File: config.mk
export PLATFORM = sky130hd
export DESIGN_NAME = orb_frame_writer
export DESIGN_NICKNAME = d
export VERILOG_FILES = /design/src/rtl/orb_frame_writer_pkg.sv /design/src/rtl/orb_frame_writer_arb.sv /design/src/rtl/orb_frame_writer.sv
export SDC_FILE = /design/constraint.sdc
export NUM_CORES = 1
export LEC_CHECK = 0
export CAP_MARGIN = 40
export CORE_MARGIN = 3
export CORE_UTILIZATION = 46
export DETAILED_ROUTE_END_ITERATION = 12
export PLACE_DENSITY = 0.82
export SLEW_MARGIN = 40
export SYNTH_ARGS = -nofsm -noshare
export SYNTH_HDL_FRONTEND = slang
export SYNTH_HIERARCHICAL = 1
export SYNTH_SLANG_ARGS = --single-unit
export TNS_END_PERCENT = 100
File: constraint.sdc
create_clock -name iClkOrb -period 2.3 [get_ports iClkOrb]
set_input_delay 0.46 -clock iClkOrb [delete_from_list [all_inputs] [get_ports iClkOrb]]
set_output_delay 0.46 -clock iClkOrb [all_outputs]
set_load 0.1 [all_outputs]
File: src/rtl/orb_frame_writer_pkg.sv
// rtl/orb_frame_writer_pkg.sv - shared constants, slot map and state type for the orbit frame writer
package orb_pkg;

    localparam int WORD_W      = 12;
    localparam int FRAME_WORDS = 2048;
    localparam int FAST_SLOTS  = 512;
    localparam int SLOW_SLOTS  = 1536;
    localparam int PTR_W       = 9;
    localparam int ADDR_W      = $clog2(FRAME_WORDS) + 1;

    localparam logic [1:0] FAST_LANE     = 2'b00;
    localparam logic [1:0] SLOW_SUB_LAST = 2'd2;

    localparam logic [PTR_W-1:0] FAST_PTR_LAST = PTR_W'(FAST_SLOTS - 1);
    localparam logic [PTR_W-1:0] SLOW_GRP_LAST = PTR_W'(SLOW_SLOTS / 3 - 1);

    typedef enum logic [0:0] {
        FILL = 1'b0,
        FULL = 1'b1
    } orb_state_e;

    function automatic logic [ADDR_W-2:0] fast_word(input logic [PTR_W-1:0] ptr);
        return {ptr, FAST_LANE};
    endfunction

    // Slow words occupy lanes 1..3 of each group of four.
    function automatic logic [ADDR_W-2:0] slow_word(input logic [PTR_W-1:0] grp,
                                                     input logic [1:0]       sub);
        return {grp, sub + 2'd1};
    endfunction

endpackage

File: src/rtl/orb_frame_writer_arb.sv
// rtl/orb_frame_writer_arb.sv - fast/slow write-port arbiter with bounded fast bursts
module orb_wr_arb
    import orb_pkg::*;
#(
    parameter int FAST_BURST = 4
) (
    input  logic reset,
    input  logic iClkOrb,
    input  logic iEn,
    input  logic iClr,
    input  logic iFastReq,
    input  logic iSlowReq,
    input  logic iFastDone,
    input  logic iSlowDone,
    output logic oFastGnt,
    output logic oSlowGnt
);

    localparam int BW = $clog2(FAST_BURST + 1);

    logic [BW-1:0] burst_q;
    logic [BW-1:0] burst_d;
    logic          fast_elig;
    logic          slow_elig;
    logic          starve;

    always_comb begin
        fast_elig = iFastReq && !iFastDone;
        slow_elig = iSlowReq && !iSlowDone;
        starve    = (burst_q >= BW'(FAST_BURST)) && slow_elig;
        oFastGnt  = iEn && fast_elig && !starve;
        oSlowGnt  = iEn && slow_elig && (!fast_elig || starve);

        // Counts fast grants taken while slow was waiting.
        burst_d = burst_q;
        if (iClr || !iSlowReq || oSlowGnt) begin
            burst_d = '0;
        end else if (oFastGnt && (burst_q < BW'(FAST_BURST))) begin
            burst_d = burst_q + BW'(1);
        end
    end

    always_ff @(posedge iClkOrb or negedge reset) begin
        if (!reset) begin
            burst_q <= '0;
        end else begin
            burst_q <= burst_d;
        end
    end

endmodule

File: src/rtl/orb_frame_writer.sv
// rtl/orb_frame_writer.sv - ping-pong frame RAM write scheduler for the orbit serializer
module orb_frame_writer
    import orb_pkg::*;
#(
    parameter int FAST_BURST = 4
) (
    input  logic              reset,
    input  logic              iClkOrb,
    input  logic              iSwitch,
    input  logic              iFastReq,
    input  logic [WORD_W-1:0] iFastData,
    output logic              oFastAck,
    input  logic              iSlowReq,
    input  logic [WORD_W-1:0] iSlowData,
    output logic              oSlowAck,
    output logic [ADDR_W-1:0] oWrAddr,
    output logic [WORD_W-1:0] oWrData,
    output logic              oWrEn,
    output logic              oFastDone,
    output logic              oSlowDone,
    output logic              oUnderrun,
    output logic [7:0]        oUnderrunCnt
);

    orb_state_e        state_q, state_d;
    logic              sw_q, sw_d;
    logic [PTR_W-1:0]  fptr_q, fptr_d;
    logic [PTR_W-1:0]  sgrp_q, sgrp_d;
    logic [1:0]        ssub_q, ssub_d;
    logic              fdone_q, fdone_d;
    logic              sdone_q, sdone_d;
    logic              wr_en_q, wr_en_d;
    logic [ADDR_W-1:0] wr_addr_q, wr_addr_d;
    logic [WORD_W-1:0] wr_data_q, wr_data_d;
    logic              und_pend_q, und_pend_d;
    logic              und_q, und_d;
    logic [7:0]        und_cnt_q, und_cnt_d;

    logic sw_edge;
    logic arb_en;
    logic fast_gnt;
    logic slow_gnt;

    // Acks are held off while reset is asserted so every output reads zero.
    assign sw_edge = iSwitch ^ sw_q;
    assign arb_en  = reset && (state_q == FILL) && !sw_edge;

    orb_wr_arb #(
        .FAST_BURST (FAST_BURST)
    ) u_arb (
        .reset     (reset),
        .iClkOrb   (iClkOrb),
        .iEn       (arb_en),
        .iClr      (sw_edge),
        .iFastReq  (iFastReq),
        .iSlowReq  (iSlowReq),
        .iFastDone (fdone_q),
        .iSlowDone (sdone_q),
        .oFastGnt  (fast_gnt),
        .oSlowGnt  (slow_gnt)
    );

    assign oFastAck = fast_gnt;
    assign oSlowAck = slow_gnt;

    always_comb begin
        state_d    = state_q;
        sw_d       = iSwitch;
        fptr_d     = fptr_q;
        sgrp_d     = sgrp_q;
        ssub_d     = ssub_q;
        fdone_d    = fdone_q;
        sdone_d    = sdone_q;
        wr_en_d    = 1'b0;
        wr_addr_d  = wr_addr_q;
        wr_data_d  = wr_data_q;
        und_pend_d = 1'b0;
        und_d      = und_pend_q;
        und_cnt_d  = und_cnt_q;

        if (und_pend_q && (und_cnt_q != 8'hFF)) begin
            und_cnt_d = und_cnt_q + 8'd1;
        end

        if (sw_edge) begin
            // Serializer took the half we were filling; retarget to the other one.
            und_pend_d = !(fdone_q && sdone_q);
            fptr_d     = '0;
            sgrp_d     = '0;
            ssub_d     = '0;
            fdone_d    = 1'b0;
            sdone_d    = 1'b0;
            state_d    = FILL;
        end else begin
            if (fast_gnt) begin
                wr_en_d   = 1'b1;
                wr_addr_d = {~sw_q, fast_word(fptr_q)};
                wr_data_d = iFastData;
                fptr_d    = fptr_q + PTR_W'(1);
                if (fptr_q == FAST_PTR_LAST) begin
                    fdone_d = 1'b1;
                end
            end else if (slow_gnt) begin
                wr_en_d   = 1'b1;
                wr_addr_d = {~sw_q, slow_word(sgrp_q, ssub_q)};
                wr_data_d = iSlowData;
                if (ssub_q == SLOW_SUB_LAST) begin
                    ssub_d = '0;
                    sgrp_d = sgrp_q + PTR_W'(1);
                    if (sgrp_q == SLOW_GRP_LAST) begin
                        sdone_d = 1'b1;
                    end
                end else begin
                    ssub_d = ssub_q + 2'd1;
                end
            end
            if (fdone_d && sdone_d) begin
                state_d = FULL;
            end
        end
    end

    always_ff @(posedge iClkOrb or negedge reset) begin
        if (!reset) begin
            state_q    <= FILL;
            sw_q       <= 1'b0;
            fptr_q     <= '0;
            sgrp_q     <= '0;
            ssub_q     <= '0;
            fdone_q    <= 1'b0;
            sdone_q    <= 1'b0;
            wr_en_q    <= 1'b0;
            wr_addr_q  <= '0;
            wr_data_q  <= '0;
            und_pend_q <= 1'b0;
            und_q      <= 1'b0;
            und_cnt_q  <= '0;
        end else begin
            state_q    <= state_d;
            sw_q       <= sw_d;
            fptr_q     <= fptr_d;
            sgrp_q     <= sgrp_d;
            ssub_q     <= ssub_d;
            fdone_q    <= fdone_d;
            sdone_q    <= sdone_d;
            wr_en_q    <= wr_en_d;
            wr_addr_q  <= wr_addr_d;
            wr_data_q  <= wr_data_d;
            und_pend_q <= und_pend_d;
            und_q      <= und_d;
            und_cnt_q  <= und_cnt_d;
        end
    end

    assign oWrEn        = wr_en_q;
    assign oWrAddr      = wr_addr_q;
    assign oWrData      = wr_data_q;
    assign oFastDone    = fdone_q;
    assign oSlowDone    = sdone_q;
    assign oUnderrun    = und_q;
    assign oUnderrunCnt = und_cnt_q;

endmodule

Yosys cells after proc, flatten, opt, wreduce, memory -nomap -nowiden
Index checks and enable logic that the tools add are counted.
{"block": "classes", "mux": 32, "order_cmp": 2, "eq_ne": 5, "reduce_logical": 32, "bitwise_logic": 4, "n_addsub": 5}
{"op": "9-bit 2-to-1 mux", "n": 6}
{"op": "12-bit 2-to-1 mux", "n": 4}
{"op": "9-bit by 1-bit adder with 9-bit output, second input constant", "n": 2}
{"op": "9-bit == test, second input constant", "n": 2}
{"op": "1-bit 2-to-1 mux", "n": 16}
{"op": "1-bit logical AND", "n": 13}
{"op": "2-bit nonzero test", "n": 6}
{"op": "8-bit by 1-bit adder with 8-bit output, second input constant", "n": 1}
{"op": "2-bit 2-to-1 mux", "n": 4}
{"op": "8-bit inequality test, second input constant", "n": 1}
{"op": "1-bit zero test", "n": 7}
{"op": "3-bit 2-to-1 mux", "n": 2}
{"op": "2-bit AND reduction", "n": 2}
{"op": "3-bit by 1-bit adder with 3-bit output, second input constant", "n": 1}
{"op": "3-bit greater-or-equal comparator, second input constant", "n": 1}
{"op": "1-bit logical OR", "n": 3}
{"op": "3-bit less-than comparator, second input constant", "n": 1}
{"op": "1-bit inverter", "n": 3}
{"op": "3-bit AND reduction", "n": 1}
{"op": "2-bit by 1-bit adder with 2-bit output, second input constant", "n": 1}
{"op": "2-bit == test, second input constant", "n": 1}
{"op": "2-bit by 1-bit inequality test with 1-bit output, second input constant", "n": 1}
{"op": "1-bit XOR", "n": 1}
{"block": "word_totals", "word_cells": 94, "inputBits": 29, "out_inout_bits": 38, "register_bits": 62}

Logic depth before layout (Yosys ltp)
{"block": "depth", "word_depth": 11, "ltp_mapped": 11}

Hierarchy
The synthesis kept the hierarchy.
{"module": "orb_frame_writer", "area_each_um2": 2859.0, "n_inst": 1, "cells_per_inst": 239, "seq_area_each_um2": 1476.4}
{"module": "orb_wr_arb", "area_each_um2": 188.9, "n_inst": 1, "cells_per_inst": 19, "seq_area_each_um2": 75.1}

Worst setup path after synthesis
OpenSTA, ideal clock, no wires.
{"block": "synth_timing", "path_kind": "in2reg", "start": "in iSwitch", "end": "reg wr_data_q[0], in the netlist oWrData[0]", "slack_ps": -1904, "stages": 10, "arrival_ps": 4079, "cell_sequence": "xnor2_2 inv_1 buf_2 nor3b_1 nand3_1 a21oi_1 buf_4 buf_2 mux2_2 mux2_2"}
{"block": "synth_via", "elab_chain_cells": 7}
{"element": "from (decl)", "line_no": "orb_frame_writer.sv:9", "text": "input logic iSwitch,"}
{"element": "1-bit XOR (*)", "line_no": "orb_frame_writer.sv:45", "text": "assign sw_edge = iSwitch ^ sw_q;"}
{"element": "1-bit zero test (*)", "line_no": "orb_frame_writer.sv:46", "text": "assign arb_en = reset && (state_q == FILL) && !sw_edge;"}
{"element": "1-bit logical AND (*)", "line_no": "orb_frame_writer.sv:46"}
{"element": "named net arb_en", "line_no": "orb_frame_writer.sv:40", "text": "logic arb_en;"}
{"element": "1-bit logical AND (*) (2 in series)", "line_no": "orb_frame_writer_arb.sv:31", "text": "oFastGnt = iEn && fast_elig && !starve;"}
{"element": "named net oFastAck", "line_no": "orb_frame_writer.sv:12", "text": "output logic oFastAck,"}
{"element": "2-bit nonzero test (no line)"}
{"element": "2-bit AND reduction (no line)"}
{"element": "to (signal assigned)", "line_no": "orb_frame_writer.sv:148", "text": "wr_data_q <= wr_data_d;"}
{"element": "to (decl)", "line_no": "orb_frame_writer.sv:34", "text": "logic [WORD_W-1:0] wr_data_q, wr_data_d;"}
The timed path passes the listed nets; every way through them passes the cells marked *.
A chain may end at the register's enable or synchronous reset.

Worst setup path after layout
{"block": "layout_timing", "start": "in iSwitch", "end": "out oFastAck"}
{"block": "layout_via", "elab_chain_cells": 5}
{"element": "1-bit XOR", "line_no": "orb_frame_writer.sv:45"}
{"element": "1-bit zero test", "line_no": "orb_frame_writer.sv:46"}
{"element": "1-bit logical AND", "line_no": "orb_frame_writer.sv:46"}
{"element": "named net arb_en", "line_no": "orb_frame_writer.sv:40"}
{"element": "1-bit logical AND (2 in series)", "line_no": "orb_frame_writer_arb.sv:31"}
{"element": "to (decl)", "line_no": "orb_frame_writer.sv:12"}
The timed path passes the listed nets, and every way through them passes these cells.

==> impl_metrics.tcl <==
set metrics [dict create \
    synth_cell_type_count 37 \
    report.final.setup_viol 0 \
    hold_viol 0 \
    min_period_ps 2290 \
    rows 29 \
    crit_fanout 4 \
    synth-seq-cells 62 \
    reg2reg_depth 10 \
    p_per_area_mw_per_mm2 956 \
    synth_edf_count 0 \
    synth-main-ff-cell "dfrtp_1" \
    finClkSkew_ps 9.01 \
    drt_iter0_markers 251 \
    drc_errors 0 \
    h-tree-depth 3 \
    clock-root-buffer "clkbuf_8" \
    fin_util_pct 67.9 \
    fin_crit_sh_pct 99.4 \
    slew_headroom_pct 63.0 \
    critPathLaunch "iSwitch" \
    ant_nets 0 \
    setup-tns-final_ps 0 \
    initial_utilization_pct 47.7 \
    num_io_pins 67 \
    reg2reg_to "fptr_q[7]$_DFFE_PN0P_" \
    dp_hpwl_um 4430 \
    numPortBuffers 66 \
    cts_tree "done" \
    wirelength_um 7210 \
    endpoint_kind "primary output" \
    mappedNetlistArea_sq_mm 0.00305 \
    die_w_um 87.4 \
    grt_max_degree 63 \
    synth_seq_area_share_pct 50.9 \
    grt_pass1_vias 2256 \
    die_y_um 87.4 \
    crit_required_ps 1840 \
    drive_gt1_share_pct 40.0 \
    core_area_sq_mm 0.00639 \
    antennaDiodeCount 0 \
    dieArea_sq_mm 0.00764 \
    fin_nets 398 \
    grt_use_total_pct 18.2 \
    via_per_inst 5.51 \
    layout_commonest_cell "buf_4" \
    areaGrowthSynthToFinish_pct 42.3 \
    worstSkewPairLatency_ps 340 \
    wire_per_inst_um 16.3 \
    clock_path_buffers 2 \
    reg2reg_from "sw_q$_DFF_PN0_" \
    place_area_sq_mm 0.00395 \
    arrival_ps 1830 \
    cts_made_buffers 9 \
    r2r_setup_slack_ps 30 \
    drv_slew 0 \
    fin_cells 442 \
    gp_congestion 0.841 \
    yosysWarningCount 6 \
    async_reset_ff_share_pct 100 \
    grt_remaining_overflow 0 \
    place_inst 409 \
    grt_pass1_wl_um 10700 \
    rsz0062_at_grt "yes" \
    hold_class "primary input to asynchronous set/reset pin" \
    dr.pass1.iters 4 \
    clk_pin_slew_ps 70 \
    final_cell_mix "buf_4 (61), dfrtp_1 (59), clkdlybuf4s50_1 (25)" \
    num-fill-cells 463 \
    status "finished clean" \
    cts_hold_buf 0 \
    p_leak_nw 2.03 \
    postLayoutCellArea_sq_mm 0.00434 \
    ir_drop_v 0.000940 \
    clock_sinks 62 \
    antenna_found_initial 0 \
    worstMarginPinSlew_ps 555 \
    syn_area_per_cell_sq_um 11.8 \
    synth_cells 258 \
    vias 2435 \
    cp-start-kind "primary input" \
    drv_cap 0 \
    path_class "primary input to primary output" \
    max_freq_mhz 437 \
    synth.net_count 296 \
]
==> through the flow <==
| step | total power [mW] | hold slack [ps] | worst slack (ps) |
|---|---|---|---|
| after global routing | 4.33 | 302 | -149 |
| after floorplan | 2.80 | 164 | -508 |
| after global placement | 3.20 | 450 | -413 |
| after CTS | 4.15 | 395 | -3.08 |
| after detailed placement | 3.22 | 453 | -537 |
| final | 4.15 | 274 | 13.1 |
==> flip-flops by register name (all words and copies together), names as in the netlist <==
name,cells
state_q,1
ssub_q,2
oUnderrun,1
oFastDone,1
fptr_q,9
sgrp_q,9
oSlowDone,1
oUnderrunCnt,8
u_arb/burst_q,3
oWrEn,1
oWrAddr,12
oWrData,12
sw_q,1
und_d,1
==> layout make-up <==
class,count,area (sq um),area share [%]
clock inverter,4,47.5,1.10
multi-input combinational,181,1540,35.6
inverter,5,18.8,0.433
clock buffer,12,135,3.12
timing repair buffer,101,942,21.7
sequential,62,1560,35.9
tap,77,96.3,2.22
==> critical path: stages <==
cell and delay (ps):
clkdlybuf4s15_1 270, xnor2_4 210, inv_2 70, nor3b_4 210, nand3_2 110, a21oi_4 190
buf_6 130, buf_12 160
==> timing repair <==
| item | in CTS | in global routing |
|---|---|---|
| gates cloned | 0 | 3 |
| endpoints found under the hold margin | 0 | 0 |
| pin swaps | 4 | 4 |
| setup buffers | 4 | 11 |
| resized for setup | 5 | 5 |
| setup endpoints to repair | 37 | 28 |
==> cell families after synthesis <==
logic type               share of synthesized area (%)
flip-flops                                        50.9
multiplexers                                      18.9
XOR/XNOR                                          2.83
buffers and inverters                             3.04
adder cells (fa/ha/maj)                           3.69
AND/OR/NAND/NOR                                   13.5
AO/OA/AOI/OAI                                     7.18
==> cells in the mapped netlist (2+ instances only) <==
| cell | number | share of area, % |
|---|---|---|
| a21oi_1 | 16 | 2.6 |
| xor2_1 | 5 | 1.4 |
| or4_1 | 3 | 0.74 |
| mux2i_1 | 8 | 2.6 |
| nand3_1 | 9 | 1.5 |
| buf_6 | 2 | 0.74 |
| and3_1 | 3 | 0.62 |
| nand2_1 | 11 | 1.4 |
| and2b_1 | 2 | 0.49 |
| ha_1 | 9 | 3.7 |
| or3_1 | 5 | 1.0 |
| nand4_1 | 6 | 1.2 |
| a31oi_1 | 6 | 1.2 |
| and4_1 | 2 | 0.57 |
| nor2b_1 | 3 | 0.62 |
| inv_1 | 5 | 0.62 |
| mux2_2 | 44 | 16 |
| o31ai_1 | 5 | 1.2 |
| buf_2 | 6 | 0.99 |
| dfrtp_1 | 62 | 51 |
| o21ai_0 | 9 | 1.5 |
| xnor2_1 | 3 | 0.86 |
| nor2_1 | 20 | 2.5 |
==> worst max-delay path by stage <==
| stage | to | depth (start not counted) | slack [ps] |
|---|---|---|---|
| detailed placement | fptr_q[7]$_DFFE_PN0P_ | 10 | -540 |
| global placement | oWrData[8]$_DFFE_PN0P_ | 11 | -410 |
| CTS | oFastAck | 7 | -3 |
| floorplan | oWrAddr[2]$_DFFE_PN0P_ | 10 | -510 |
| finish | oFastAck | 8 | 10 |
| global route | fptr_q[7]$_DFFE_PN0P_ | 10 | -150 |
==> per-layer routing <==
metal | part of all wire [%] | vias to the layer above | GRT usage, %
li1 | - | 1142 | -
met1 | 43 | 1217 | 24.3
met2 | 49 | 69 | 27.7
met3 | 6.5 | 7 | 5.87
met4 | 1.0 | 0 | 6.97
met5 | 0 | - | 0
==> where the power goes <==
group          leakage, nW  switching (mW)  internal, mW
sequential           0.806           0.137          1.25
clock               0.0904           0.414         0.498
combinational         1.13            1.38         0.477
No activity file was read; power rests on OpenSTA's default activity.
